--- src/rtl/wave_rv_pkg.sv ---
// Shared encodings for the instruction sequencer: FSM states, RV32I major
// opcodes, writeback mux codes and the decoded instruction-class record.
package wave_rv_pkg;

    typedef enum logic [2:0] {
        ST_FETCH     = 3'd0,
        ST_DECODE    = 3'd1,
        ST_EXECUTE   = 3'd2,
        ST_MEMORY    = 3'd3,
        ST_WRITEBACK = 3'd4,
        ST_HALT      = 3'd5
    } seq_state_t;

    localparam logic [4:0] OPC_OP     = 5'b01100;
    localparam logic [4:0] OPC_OP_IMM = 5'b00100;
    localparam logic [4:0] OPC_BRANCH = 5'b11000;
    localparam logic [4:0] OPC_JAL    = 5'b11011;
    localparam logic [4:0] OPC_JALR   = 5'b11001;
    localparam logic [4:0] OPC_AUIPC  = 5'b00101;
    localparam logic [4:0] OPC_LUI    = 5'b01101;
    localparam logic [4:0] OPC_LOAD   = 5'b00000;
    localparam logic [4:0] OPC_STORE  = 5'b01000;
    localparam logic [4:0] OPC_SYSTEM = 5'b11100;

    localparam logic [1:0] PC_SEL_PLUS4  = 2'd0;
    localparam logic [1:0] PC_SEL_BRANCH = 2'd1;
    localparam logic [1:0] PC_SEL_JAL    = 2'd2;
    localparam logic [1:0] PC_SEL_JALR   = 2'd3;

    localparam logic [1:0] RF_SEL_ALU  = 2'd0;
    localparam logic [1:0] RF_SEL_LOAD = 2'd1;
    localparam logic [1:0] RF_SEL_LINK = 2'd2;
    localparam logic [1:0] RF_SEL_UIMM = 2'd3;

    typedef struct packed {
        logic op;
        logic op_imm;
        logic branch;
        logic jal;
        logic jalr;
        logic auipc;
        logic lui;
        logic load;
        logic store;
        logic system;
    } op_class_t;

    // Classes whose second ALU operand comes from the immediate.
    function automatic logic uses_imm(input op_class_t c);
        return c.op_imm | c.load | c.store | c.jalr;
    endfunction

endpackage

--- src/rtl/opcode_decoder.sv ---
// Combinational RV32I major-opcode classifier: one-hot class plus an illegal
// flag covering both non-32-bit encodings and unlisted opcodes.
module opcode_decoder import wave_rv_pkg::*; (
    input  logic [6:0] i_opcode,
    output op_class_t  o_class,
    output logic       o_illegal
);

    // One-hot classification; the class stays all-zero whenever illegal is set.
    always_comb begin
        o_class   = '0;
        o_illegal = 1'b0;
        if (i_opcode[1:0] != 2'b11) begin
            o_illegal = 1'b1;
        end else begin
            case (i_opcode[6:2])
                OPC_OP:     o_class.op     = 1'b1;
                OPC_OP_IMM: o_class.op_imm = 1'b1;
                OPC_BRANCH: o_class.branch = 1'b1;
                OPC_JAL:    o_class.jal    = 1'b1;
                OPC_JALR:   o_class.jalr   = 1'b1;
                OPC_AUIPC:  o_class.auipc  = 1'b1;
                OPC_LUI:    o_class.lui    = 1'b1;
                OPC_LOAD:   o_class.load   = 1'b1;
                OPC_STORE:  o_class.store  = 1'b1;
                OPC_SYSTEM: o_class.system = 1'b1;
                default:    o_illegal      = 1'b1;
            endcase
        end
    end

endmodule

--- src/rtl/core_sequencer.sv ---
// Multi-cycle RV32I control sequencer: fetch/decode/execute/memory/writeback
// with memory-wait timeout, sticky fault and a retired-instruction counter.
module core_sequencer import wave_rv_pkg::*; #(
    parameter int MEMORY_TIMEOUT       = 16,
    parameter int RETIRE_COUNTER_WIDTH = 32
) (
    input  logic                            clk,
    input  logic                            reset_n,
    output logic                            instruction_memory_request,
    input  logic                            instruction_memory_ready,
    input  logic [31:0]                     instruction_memory_read_data,
    output logic [31:0]                     instruction_register,
    output logic                            data_memory_request,
    output logic                            data_memory_write,
    input  logic                            data_memory_ready,
    input  logic                            branch_condition,
    output logic                            program_counter_write,
    output logic [1:0]                      program_counter_select,
    output logic                            register_write,
    output logic [1:0]                      register_write_select,
    output logic                            alu_source_select,
    output logic                            fault,
    output logic [RETIRE_COUNTER_WIDTH-1:0] retired_count
);

    localparam int WAIT_W = $clog2(MEMORY_TIMEOUT + 1);
    localparam logic [WAIT_W-1:0] WAIT_LAST = WAIT_W'(MEMORY_TIMEOUT - 1);
    localparam logic [WAIT_W-1:0] WAIT_ONE  = WAIT_W'(1);
    localparam logic [RETIRE_COUNTER_WIDTH-1:0] RETIRE_ONE = RETIRE_COUNTER_WIDTH'(1);

    seq_state_t                      r_state;
    logic [31:0]                     r_ir;
    logic                            r_fault;
    logic [RETIRE_COUNTER_WIDTH-1:0] r_retired;
    logic [WAIT_W-1:0]               r_wait_cnt;
    logic                            r_imem_req;
    logic                            r_dmem_req;
    logic                            r_dmem_we;
    logic                            r_pc_we;
    logic [1:0]                      r_pc_sel;
    logic                            r_rf_we;
    logic [1:0]                      r_rf_sel;
    logic                            r_alu_src;

    seq_state_t                      w_state_nxt;
    logic [31:0]                     w_ir_nxt;
    logic                            w_fault_nxt;
    logic [RETIRE_COUNTER_WIDTH-1:0] w_retired_nxt;
    logic [WAIT_W-1:0]               w_wait_nxt;
    logic                            w_imem_req_nxt;
    logic                            w_dmem_req_nxt;
    logic                            w_dmem_we_nxt;
    logic                            w_alu_src_nxt;
    logic                            w_enter_wb;

    op_class_t                       w_class;
    logic                            w_illegal;
    logic                            w_rd_nz;
    logic [1:0]                      w_wb_pc_sel;
    logic                            w_wb_rf_we;
    logic [1:0]                      w_wb_rf_sel;

    opcode_decoder u_opcode_decoder (
        .i_opcode  (r_ir[6:0]),
        .o_class   (w_class),
        .o_illegal (w_illegal)
    );

    assign w_rd_nz = |r_ir[11:7];

    // Writeback payload for the latched instruction; x0 destinations never write.
    always_comb begin
        w_wb_pc_sel = PC_SEL_PLUS4;
        w_wb_rf_we  = 1'b0;
        w_wb_rf_sel = RF_SEL_ALU;
        if (w_class.branch) begin
            w_wb_pc_sel = branch_condition ? PC_SEL_BRANCH : PC_SEL_PLUS4;
        end else if (w_class.jal) begin
            w_wb_pc_sel = PC_SEL_JAL;
            w_wb_rf_we  = w_rd_nz;
            w_wb_rf_sel = RF_SEL_LINK;
        end else if (w_class.jalr) begin
            w_wb_pc_sel = PC_SEL_JALR;
            w_wb_rf_we  = w_rd_nz;
            w_wb_rf_sel = RF_SEL_LINK;
        end else if (w_class.op | w_class.op_imm | w_class.auipc) begin
            w_wb_rf_we  = w_rd_nz;
        end else if (w_class.lui) begin
            w_wb_rf_we  = w_rd_nz;
            w_wb_rf_sel = RF_SEL_UIMM;
        end else if (w_class.load) begin
            w_wb_rf_we  = w_rd_nz;
            w_wb_rf_sel = RF_SEL_LOAD;
        end else begin
            w_wb_rf_we  = 1'b0;
        end
    end

    // Next-state and next-output logic; outputs are registered from these values.
    always_comb begin
        w_state_nxt    = r_state;
        w_ir_nxt       = r_ir;
        w_fault_nxt    = r_fault;
        w_retired_nxt  = r_retired;
        w_wait_nxt     = '0;
        w_imem_req_nxt = 1'b0;
        w_dmem_req_nxt = 1'b0;
        w_dmem_we_nxt  = 1'b0;
        w_alu_src_nxt  = 1'b0;
        case (r_state)
            ST_FETCH: begin
                // Right after reset the request is still low, so ready is ignored.
                if (r_imem_req && instruction_memory_ready) begin
                    w_ir_nxt    = instruction_memory_read_data;
                    w_state_nxt = ST_DECODE;
                end else if (r_imem_req && (r_wait_cnt == WAIT_LAST)) begin
                    w_fault_nxt = 1'b1;
                    w_state_nxt = ST_HALT;
                end else if (r_imem_req) begin
                    w_wait_nxt     = r_wait_cnt + WAIT_ONE;
                    w_imem_req_nxt = 1'b1;
                end else begin
                    w_imem_req_nxt = 1'b1;
                end
            end
            ST_DECODE: begin
                if (w_illegal) begin
                    w_fault_nxt = 1'b1;
                    w_state_nxt = ST_HALT;
                end else if (w_class.system) begin
                    w_state_nxt = ST_HALT;
                end else begin
                    w_state_nxt   = ST_EXECUTE;
                    w_alu_src_nxt = uses_imm(w_class);
                end
            end
            ST_EXECUTE: begin
                if (w_class.load | w_class.store) begin
                    w_state_nxt    = ST_MEMORY;
                    w_dmem_req_nxt = 1'b1;
                    w_dmem_we_nxt  = w_class.store;
                end else begin
                    w_state_nxt = ST_WRITEBACK;
                end
            end
            ST_MEMORY: begin
                if (r_dmem_req && data_memory_ready) begin
                    w_state_nxt = ST_WRITEBACK;
                end else if (r_dmem_req && (r_wait_cnt == WAIT_LAST)) begin
                    w_fault_nxt = 1'b1;
                    w_state_nxt = ST_HALT;
                end else if (r_dmem_req) begin
                    w_wait_nxt     = r_wait_cnt + WAIT_ONE;
                    w_dmem_req_nxt = 1'b1;
                    w_dmem_we_nxt  = r_dmem_we;
                end else begin
                    w_dmem_req_nxt = 1'b1;
                    w_dmem_we_nxt  = w_class.store;
                end
            end
            ST_WRITEBACK: begin
                w_retired_nxt  = r_retired + RETIRE_ONE;
                w_state_nxt    = ST_FETCH;
                w_imem_req_nxt = 1'b1;
            end
            ST_HALT: begin
                w_state_nxt = ST_HALT;
            end
            default: begin
                w_fault_nxt = 1'b1;
                w_state_nxt = ST_HALT;
            end
        endcase
        w_enter_wb = (w_state_nxt == ST_WRITEBACK);
    end

    // Every state-holding element, with synchronous active-low reset.
    always_ff @(posedge clk) begin
        if (!reset_n) begin
            r_state    <= ST_FETCH;
            r_ir       <= 32'd0;
            r_fault    <= 1'b0;
            r_retired  <= '0;
            r_wait_cnt <= '0;
            r_imem_req <= 1'b0;
            r_dmem_req <= 1'b0;
            r_dmem_we  <= 1'b0;
            r_pc_we    <= 1'b0;
            r_pc_sel   <= PC_SEL_PLUS4;
            r_rf_we    <= 1'b0;
            r_rf_sel   <= RF_SEL_ALU;
            r_alu_src  <= 1'b0;
        end else begin
            r_state    <= w_state_nxt;
            r_ir       <= w_ir_nxt;
            r_fault    <= w_fault_nxt;
            r_retired  <= w_retired_nxt;
            r_wait_cnt <= w_wait_nxt;
            r_imem_req <= w_imem_req_nxt;
            r_dmem_req <= w_dmem_req_nxt;
            r_dmem_we  <= w_dmem_we_nxt;
            r_pc_we    <= w_enter_wb;
            r_pc_sel   <= w_enter_wb ? w_wb_pc_sel : PC_SEL_PLUS4;
            r_rf_we    <= w_enter_wb & w_wb_rf_we;
            r_rf_sel   <= w_enter_wb ? w_wb_rf_sel : RF_SEL_ALU;
            r_alu_src  <= w_alu_src_nxt;
        end
    end

    assign instruction_memory_request = r_imem_req;
    assign instruction_register       = r_ir;
    assign data_memory_request        = r_dmem_req;
    assign data_memory_write          = r_dmem_we;
    assign program_counter_write      = r_pc_we;
    assign program_counter_select     = r_pc_sel;
    assign register_write             = r_rf_we;
    assign register_write_select      = r_rf_sel;
    assign alu_source_select          = r_alu_src;
    assign fault                      = r_fault;
    assign retired_count              = r_retired;

endmodule

--- config.mk ---
export PLATFORM = sky130hd
export DESIGN_NAME = core_sequencer
export DESIGN_NICKNAME = d
export VERILOG_FILES = /design/src/rtl/wave_rv_pkg.sv /design/src/rtl/opcode_decoder.sv /design/src/rtl/core_sequencer.sv
export SDC_FILE = /design/constraint.sdc
export NUM_CORES = 1
export LEC_CHECK = 0
export BUFFER_PORTS_ARGS = -buffer_cell sky130_fd_sc_hd__buf_2
export CAP_MARGIN = 15
export CORE_AREA = 2 2 109 111
export CTS_BUF_LIST = sky130_fd_sc_hd__clkbuf_8 sky130_fd_sc_hd__clkbuf_16
export CTS_CLUSTER_SIZE = 8
export DETAILED_ROUTE_END_ITERATION = 8
export DIE_AREA = 0 0 111 113
export PLACE_DENSITY = 0.52
export SLEW_MARGIN = 15
export SYNTH_ARGS = -nofsm -noshare
export SYNTH_HDL_FRONTEND = slang
export SYNTH_SLANG_ARGS = --single-unit
--- constraint.sdc ---
create_clock -name clk -period 2 [get_ports clk]
set_input_delay 0.3 -clock clk [delete_from_list [all_inputs] [get_ports clk]]
set_output_delay 0.3 -clock clk [all_outputs]
set_load 0.01 [all_outputs]
==> results.cfg, run 1 <==
[run_status]
status = finished clean

[place]
place.port_buffers = 111
placed_area_um2 = 4360
dp_hpwl_um = 6450
gp_congestion = 0.812

[setup_path]
critPathBufInv = 0
cp.depth = 7
worstPathArrival_ns = 2.12
rrSetupSlack_ns = 0.12
max_stage_delay_ns = 0.32
crit_path_end_kind = flip-flop
critical_path.top_delay_family = simple AND/OR/NAND/NOR gates
required_ns = 2.25
start_kind = flip-flop
crit_chain = ha_1, and3_1, ha_1, nor2_2, o32a_1, a21bo_4, nor4_2
crit_slowest_cell = dfxtp_1
cpMostUsedCell = ha_1
ff2ff_path_depth = 7
worstPathMaxFanout = 6
crit_type = flip-flop to flip-flop

[drt]
num_vias = 3345
wirelength_um = 8980
drc_errors = 0
drt-initial-drc-count = 166
ant_nets = 0
via_per_inst = 4.82
dr.pass1.iters = 4
wl_per_cell_um = 12.9

[sta]
max_slew_margin = 0.577
fin_hold_ws_ns = 0.193
period_needed_ns = 1.88
fmax_ghz = 0.533
finalSetupViolations = 0
slew_viol_final = 0
finalHoldViolCount = 0
skew_ns = 0.00698
worstMarginPinSlew_ns = 0.635
finalCritPeriodShare = 0.938

[hold_path]
holdPathStages = 3
min_path_type = primary input to flip-flop

[yosys]
syn_area_um2 = 3560
syn-mean-instance-area_um2 = 8.36
syn_inst = 426
synth.most_common_cell = dfxtp_1
synth_ff_type = dfxtp_1
ys.warnings.count = 0
seq_area_frac_synth = 0.466
synth.area.top_cells = dfxtp_1 (47%), nand2_1 (8.5%), a21oi_1 (5.8%)
synth_cell_types = 49
synth_seq_cells = 83
synth_edf_count = 0
synth.top_cell.area_share = 0.466
synthTopCellsByCount = dfxtp_1 (83), nand2_1 (81), nor2_1 (46)
synthesis.nets = 466
synth_area_leader_cell = dfxtp_1
async_flop_share = 0

[grt]
grt_max_degree = 41
grt_pass1_wl_um = 15000
grtUsageTotal = 0.147
antenna_found_initial = 0
first_global_vias = 3136
gr-total-overflow = 0

[layout]
fin_area_um2 = 4660
syn_to_final_growth_pct = 30.7
multi_input_area_um2 = 1780
fillers = 1162
finish.net_count = 586
n_antenna_cell = 0
finish.utilization = 0.413
seq_area_um2 = 1660
final_layout_size_suffix_gt1_frac = 0.303

[floorplanning]
ios = 112
start_util = 0.316
core_um2 = 11300
die_w_um = 111
dieArea_um2 = 12500
num_rows = 39
die_y_um = 113

[clock_tree]
clock_latency_ns = 0.34
cts_tree = yes
cts_max_level = 3
clk_pin_slew_ns = 0.06
cts-resized-gates = 0
cts_sinks = 83
cts_setup_buffers = 0
numCtsBuffers = 9
postCtsHoldBufs = 0
clock_path_buffers = 2
clock-root-buffer = clkbuf_16

[job]
drv_cap = 0

[power]
ir_drop_v = 0.000358
p_leak_nw = 1.98
power.density_nw_per_um2 = 759
area by class of cell:
cell class              count  share of cell area
inverters                  11             0.00887
clock inverters             6             0.00725
flip-flops and latches     83               0.357
well taps                 143              0.0384
clock buffers              10              0.0513
multi-input cells         308               0.383
repair buffers            133               0.155
power breakdown:
group	total [mW]	leakage, nW	internal [mW]	switching (mW)
Clock	1.50	0.141	0.862	0.642
Sequential	1.73	0.672	1.70	0.0332
Combinational	0.299	1.17	0.121	0.178
per-stage QoR:
step                      setup WS (ns)  setup TNS (ns)  instances  total power, mW
final                             0.124               0        694             3.53
after global routing            -0.0175         -0.0175        694             3.71
after CTS                        0.0678               0        694             3.59
after detailed placement         0.0915               0        678             2.06
after global placement            0.135               0        678             2.06
after floorplan                   0.191               0        426             1.93
kinds of logic after synthesis:
| kind of cell | count (synthesis) | share of synthesized area |
|---|---|---|
| simple gates | 207 | 0.297 |
| flops | 83 | 0.466 |
| compound gates | 70 | 0.116 |
| buf+inv | 35 | 0.0411 |
| xor+xnor | 27 | 0.0664 |
| fa+ha+maj | 3 | 0.0105 |
| mux | 1 | 0.00281 |
cell usage in the layout (no fill, tap or decap), drive strengths merged, types with 2 or more instances in the layout:
cell type | Yosys | final
clkbuf | 19 | 10
a21oi | 41 | 41
xnor2 | 18 | 18
and4 | 5 | 5
dfxtp | 83 | 83
nor3b | 2 | 2
nand3 | 13 | 13
clkinv | 0 | 3
nand2b | 3 | 3
a31oi | 2 | 2
nor2 | 46 | 46
nor2b | 3 | 3
buf | 5 | 133
nor3 | 14 | 14
and3 | 7 | 7
ha | 3 | 3
nor4 | 15 | 15
o31ai | 2 | 2
or4 | 2 | 2
or3 | 4 | 4
xor2 | 9 | 9
inv | 11 | 13
o21ai | 10 | 10
o21a | 3 | 3
nand4 | 7 | 7
nand2 | 81 | 81
sequential cells by signal, summed over array words and instances (netlist names), 2 cells and up:
register,cells
instruction_register,32
r_wait_cnt,5
retired_count,32
r_state,3
register_write_select,2
program_counter_select,2
worst register-to-register path, cell delays in order, from the launching register on:
cell and delay [ns]:
dfxtp_1 0.32, ha_1 0.22, and3_1 0.19, ha_1 0.22, nor2_2 0.14, o32a_1 0.19, a21bo_4 0.26, nor4_2 0.25
metal layers:
| metal | vias to the layer above | global-route usage | share of wire | wire [µm] |
|---|---|---|---|---|
| met1 | 1526 | 0.189 | 0.47 | 4220 |
| li1 | 1708 | - | - | - |
| met2 | 96 | 0.232 | 0.44 | 3990 |
| met5 | - | 0 | 0 | 0 |
| met4 | 0 | 0.0542 | 0.017 | 154 |
| met3 | 15 | 0.0487 | 0.068 | 612 |
worst paths after layout:
check                                   startpoint                                    end
hold reg to reg           r_wait_cnt[0]$_SDFF_PN0_               r_wait_cnt[0]$_SDFF_PN0_
hold / removal    instruction_memory_read_data[12]  instruction_register[12]$_SDFFE_PN0P_
setup reg to reg          r_wait_cnt[0]$_SDFF_PN0_              register_write$_SDFF_PN0_
setup / recovery          r_wait_cnt[0]$_SDFF_PN0_              register_write$_SDFF_PN0_
(Power assumes the default switching activity.)
==> run 2: changes to the inputs <==
--- a/config.mk
+++ b/config.mk
@@ -7,13 +7,14 @@
 export LEC_CHECK = 0
 export BUFFER_PORTS_ARGS = -buffer_cell sky130_fd_sc_hd__buf_2
 export CAP_MARGIN = 15
-export CORE_AREA = 2 2 109 111
+export CORE_AREA = 2 2 110 112
 export CTS_BUF_LIST = sky130_fd_sc_hd__clkbuf_8 sky130_fd_sc_hd__clkbuf_16
 export CTS_CLUSTER_SIZE = 8
 export DETAILED_ROUTE_END_ITERATION = 8
-export DIE_AREA = 0 0 111 113
+export DIE_AREA = 0 0 112 114
 export PLACE_DENSITY = 0.52
 export SLEW_MARGIN = 15
 export SYNTH_ARGS = -nofsm -noshare
 export SYNTH_HDL_FRONTEND = slang
+export SYNTH_HIERARCHICAL = 1
 export SYNTH_SLANG_ARGS = --single-unit
==> run 2 against run 1 <==
Net effect: the run now ends with setup timing left; worst setup slack worse by 0.18 ns; synthesized cell count is 4.5% higher; via count is 11% higher.
==> results.cfg, run 2 <==
[clock_tree]
clock_path_buffers = 2
cts_tree = yes
clock_latency_ns = 0.34
postCtsHoldBufs = 0
clk_pin_slew_ns = 0.06
cts_max_level = 3
numCtsBuffers = 9
clock-root-buffer = clkbuf_16
cts_sinks = 83

[yosys]
seq_area_frac_synth = 0.455
synthesis.nets = 485
synth.top_cell.area_share = 0.455
ys.warnings.count = 6
async_flop_share = 0
synth_seq_cells = 83
synth.most_common_cell = nand2_1
synthTopCellsByCount = nand2_1 (88), dfxtp_1 (83), a21oi_1 (55)
synth_edf_count = 0
syn_area_um2 = 3650
syn_inst = 445
synth_area_leader_cell = dfxtp_1
syn-mean-instance-area_um2 = 8.21
synth_ff_type = dfxtp_1
synth_cell_types = 52
synth.area.top_cells = dfxtp_1 (45%), nand2_1 (9.0%), a21oi_1 (7.5%)

[sta]
skew_ns = 0.00509
finalSetupViolations = 3
worstMarginPinSlew_ns = 0.444
fmax_ghz = 0.487
period_needed_ns = 2.05
finalHoldViolCount = 0
max_slew_margin = 0.703
setup_ws_ns = -0.0535
finalCritPeriodShare = 1.03
setup_tns_ns = -0.111
slew_viol_final = 0
rsz0062_at_grt = true

[setup_path]
worstPathArrival_ns = 2.28
crit_chain = or3_4, nor4b_4, nor2_1, or3_1, nand4_1, buf_4, nor4_4
crit_slowest_cell = or3_4
start_kind = flip-flop
crit_path_end_kind = flip-flop
critical_path.top_delay_family = simple AND/OR/NAND/NOR gates
critPathBufInv = 1
required_ns = 2.22
worstPathMaxFanout = 6
max_stage_delay_ns = 0.42
crit_type = flip-flop to flip-flop

[run_status]
status = finished with violations
violations = setup timing

[drt]
wirelength_um = 10000
top_layer = met4
drt-initial-drc-count = 213
met1_length_um = 4510
dr.pass1.iters = 4
wl_met3_um = 783
drc_errors = 0
wl_per_cell_um = 13.5
via_per_inst = 4.99
ant_nets = 0
num_vias = 3700
wl_met2_um = 4630

[place]
dp_hpwl_um = 7130
dp_slack_ns = -0.0180
place.port_buffers = 111
gp_congestion = 0.824

[floorplanning]
die_y_um = 114
core_um2 = 11700
dieArea_um2 = 12800
num_rows = 40
start_util = 0.312
ios = 112
die_w_um = 112

[job]
drv_cap = 0

[layout]
final_cell_mix = buf_2 (111), nand2_1 (86), dfxtp_1 (78), a21oi_1 (52), buf_4 (44)
syn_to_final_growth_pct = 38.0
fillers = 1203
layout_commonest_cell = buf_2
final_layout_size_suffix_gt1_frac = 0.342
finish.net_count = 630
n_antenna_cell = 0

[grt]
grt_max_degree = 33
grtUsageTotal = 0.159
grt_pass1_wl_um = 16500
gr-total-overflow = 0
first_global_vias = 3552
antenna_found_initial = 0

[hold_path]
min_path_type = primary input to flip-flop

[power]
ir_drop_v = 0.000511
power.density_nw_per_um2 = 705
p_leak_nw = 2.06
run 2: cell types whose count changed after synthesis, moves of 4 or more:
cell	before	now
and2_1	1	5
o31ai_1	2	10
nor2_1	46	27
nor4_2	7	1
xor2_1	9	3
xnor2_1	18	9
and3_1	7	3
nand4_1	6	10
or4_1	2	14
or3_1	4	9
nand2_1	81	88
nor3_1	14	9
nor4_1	6	11
a21oi_1	41	55
run 2: area by class of cell:
cell class | count | area [µm²] | share of cell area
repair buffers | 157 | 917 | 0.182
clock buffers | 10 | 239 | 0.0474
multi-input cells | 328 | 1970 | 0.390
clock inverters | 5 | 22.5 | 0.00447
flip-flops and latches | 83 | 1670 | 0.331
inverters | 11 | 41.3 | 0.00819
well taps | 147 | 184 | 0.0365
run 2: layer usage:
metal | global-route usage | vias up
met5 | 0 | -
met4 | 0.0447 | 0
met3 | 0.0627 | 15
met2 | 0.262 | 117
met1 | 0.195 | 1690
li1 | - | 1878
run 2: worst register-to-register path, delay by kind of cell (launching register included):
kind / cells / cell delay, ns
buf+inv: 1 / 0.20
flops: 1 / 0.32
simple gates: 6 / 1.42
run 2: path summary, 6_finish.rpt:
| kind | from | endpoint | slack (ns) | depth (start not counted) |
|---|---|---|---|---|
| worst max register to register | instruction_register[3]$_SDFFE_PN0P_ | program_counter_select[1]$_SDFF_PP0_ | -0.05 | 7 |
| worst max-delay path | instruction_register[3]$_SDFFE_PN0P_ | program_counter_select[1]$_SDFF_PP0_ | -0.05 | 7 |
| worst min-delay path | instruction_memory_read_data[31] | instruction_register[31]$_SDFFE_PN0P_ | 0.19 | 3 |
| worst min register to register | r_wait_cnt[0]$_SDFF_PN0_ | r_wait_cnt[0]$_SDFF_PN0_ | 0.44 | 1 |
run 2: logic make-up after synthesis:
logic type / after synthesis / share of synthesized area
fa+ha+maj: 3 / 0.0103
compound gates: 94 / 0.151
xor+xnor: 12 / 0.0288
flops: 83 / 0.455
mux: 1 / 0.00274
buf+inv: 34 / 0.0387
simple gates: 218 / 0.313
run 2: metrics by stage:
step | utilization | hold slack (ns) | power, mW | area, µm² | std cells
after detailed placement | 0.393 | 0.436 | 2.08 | 4610 | 720
after floorplan | - | 0.418 | 1.92 | 3650 | 445
after global routing | 0.430 | 0.193 | 3.72 | 5040 | 741
after global placement | 0.393 | 0.431 | 2.07 | 4610 | 720
after CTS | 0.421 | 0.182 | 3.60 | 4930 | 740
final | 0.430 | 0.195 | 3.55 | 5040 | 741
run 2: repair_timing:
item / in CTS / in global routing
pin swaps: 3 / 12
resized for setup: 7 / 23
buffers inserted: 5 / 3
gates cloned: 0 / 0
endpoints found under the setup margin: 9 / 20
endpoints found under the hold margin: 0 / 0
run 2: power by group:
group / total [mW] / switching, mW / internal, mW
combinational: 0.336 / 0.190 / 0.145
clock: 1.49 / 0.640 / 0.852
sequential: 1.73 / 0.0284 / 1.70
total: 3.55 / 0.859 / 2.70
==> run 3: changes to the inputs <==
--- a/config.mk
+++ b/config.mk
@@ -7,12 +7,12 @@
 export LEC_CHECK = 0
 export BUFFER_PORTS_ARGS = -buffer_cell sky130_fd_sc_hd__buf_2
 export CAP_MARGIN = 15
-export CORE_AREA = 2 2 110 112
+export CORE_AREA = 2 2 123 101
 export CTS_BUF_LIST = sky130_fd_sc_hd__clkbuf_8 sky130_fd_sc_hd__clkbuf_16
 export CTS_CLUSTER_SIZE = 8
 export DETAILED_ROUTE_END_ITERATION = 8
-export DIE_AREA = 0 0 112 114
-export PLACE_DENSITY = 0.52
+export DIE_AREA = 0 0 125 103
+export PLACE_DENSITY = 0.51
 export SLEW_MARGIN = 15
 export SYNTH_ARGS = -nofsm -noshare
 export SYNTH_HDL_FRONTEND = slang
==> run 3 against run 2 <==
Net effect: the run now ends clean; global-route usage is 0.79 points lower; critical endpoint is now retired_count[14]$_SDFFE_PN0P_; non-clock buffer count increased by 1; sequential power about the same; register-to-register slack better by 0.12 ns.
==> results.cfg, run 3 (synthesized netlist as in run 2, its figures left out) <==
[run_status]
status = finished clean

[grt]
grtUsageTotal = 0.151
antenna_found_initial = 0
first_global_vias = 3318
gr-total-overflow = 0
grt_pass1_wl_um = 15900
grt_max_degree = 34

[layout]
final_layout_size_suffix_gt1_frac = 0.329
syn_to_final_growth_pct = 38.0
fillers = 1213
finish.net_count = 632
final_cell_mix = buf_2 (111), nand2_1 (87), dfxtp_1 (77), a21oi_1 (55), buf_4 (46)
fin_cells = 748
layout_commonest_cell = buf_2
finish.utilization = 0.427
seq_area_um2 = 1670
multi_input_area_um2 = 1900
n_antenna_cell = 0

[setup_path]
crit_end = retired_count[14]$_SDFFE_PN0P_
worstPathArrival_ns = 2.20
worstSetupStartpoint = retired_count[0]$_SDFFE_PN0P_
ff2ff_path_depth = 5
crit_path_end_kind = flip-flop
worstPathMaxFanout = 7
r2r_end = retired_count[14]$_SDFFE_PN0P_
start_kind = flip-flop
reg2reg_from = retired_count[0]$_SDFFE_PN0P_
rrSetupSlack_ns = 0.06
crit_type = flip-flop to flip-flop
required_ns = 2.27

[drt]
wirelength_um = 9960
drt-initial-drc-count = 193
num_vias = 3740
dr.pass1.iters = 4
ant_nets = 0
via_per_inst = 5.00
wl_per_cell_um = 13.3
drc_errors = 0

[sta]
finalSetupViolations = 0
max_slew_margin = 0.712
finalHoldViolCount = 0
setup_ws_ns = 0.0647
rsz0062_at_grt = true
worstMarginPinSlew_ns = 0.430
skew_ns = 0.00627
slew_viol_final = 0
period_needed_ns = 1.94
fmax_ghz = 0.517
finalCritPeriodShare = 0.968
fin_hold_ws_ns = 0.201

[clock_tree]
clock-root-buffer = clkbuf_16
cts_max_level = 3
clock_path_buffers = 2
cts_sinks = 83
cts_tree = yes
numCtsBuffers = 9
clock_latency_ns = 0.33
clk_pin_slew_ns = 0.06

[floorplanning]
die_w_um = 125
dieArea_um2 = 12900
start_util = 0.309
ios = 112
num_rows = 36
core_um2 = 11800
die_y_um = 103

[place]
dpl.cell_count = 730
gp_congestion = 0.810
dp_slack_ns = -0.0150
place.port_buffers = 111
dp_hpwl_um = 7220

[power]
power.density_nw_per_um2 = 755
p_leak_nw = 2.08
power_mw = 3.80
ir_drop_v = 0.000417

[hold_path]
min_path_type = primary input to flip-flop

[job]
drv_cap = 0
run 3: repair_timing:
item | 4_1_cts | 5_1_grt
endpoints found under the hold margin | 0 | 0
buffers inserted | 0 | 3
pin swaps | 1 | 2
setup endpoints to repair | 5 | 18
resized for setup | 2 | 13
hold buffers | 0 | 0
gates cloned | 0 | 1
run 3: how the worst min path moves through the flow:
stage	to	cells past startpoint	slack, ns	startpoint
floorplan	r_wait_cnt[0]$_SDFF_PN0_	1	0.42	r_wait_cnt[0]$_SDFF_PN0_
global placement	r_wait_cnt[0]$_SDFF_PN0_	1	0.43	r_wait_cnt[0]$_SDFF_PN0_
detailed placement	fault$_SDFFE_PN0P_	2	0.44	fault$_SDFFE_PN0P_
CTS	instruction_register[23]$_SDFFE_PN0P_	3	0.18	instruction_memory_read_data[23]
global route	instruction_register[10]$_SDFFE_PN0P_	3	0.20	instruction_memory_read_data[10]
finish	instruction_register[23]$_SDFFE_PN0P_	3	0.20	instruction_memory_read_data[23]
run 3: final cells by class:
| cell class | instances | area share |
|---|---|---|
| sequential | 83 | 0.331 |
| inverter | 11 | 0.00819 |
| clock inverter | 5 | 0.0154 |
| timing repair buffer | 158 | 0.183 |
| tap | 152 | 0.0377 |
| multi-input combinational | 329 | 0.377 |
| clock buffer | 10 | 0.0474 |
run 3: worst max-delay path, cell delays in order (launching register included):
cell     delay [ns]
dfxtp_2        0.33
ha_1           0.18
nand2_2        0.09
or4_2          0.75
or3_1          0.38
a21oi_1        0.14
run 3: report_power, final:
part | total, mW | internal [mW] | leakage [nW] | switching, mW
Sequential | 1.73 | 1.70 | 0.675 | 0.0273
Combinational | 0.321 | 0.138 | 1.24 | 0.182
Clock | 1.76 | 1.12 | 0.160 | 0.639
run 3: metrics by stage:
stage | setup TNS (ns) | area (µm²)
after floorplan | 0 | 3650
final | 0 | 5040
after detailed placement | -0.0329 | 4650
after global routing | -0.0130 | 5040
after CTS | -0.0102 | 4970
after global placement | 0 | 4650
run 3: layer usage:
layer | vias up | track usage | routed length (µm)
met2 | 91 | 0.233 | 4430
met1 | 1756 | 0.197 | 4750
li1 | 1882 | - | -
met5 | - | 0 | 0
met3 | 11 | 0.0540 | 649
met4 | 0 | 0.0556 | 127
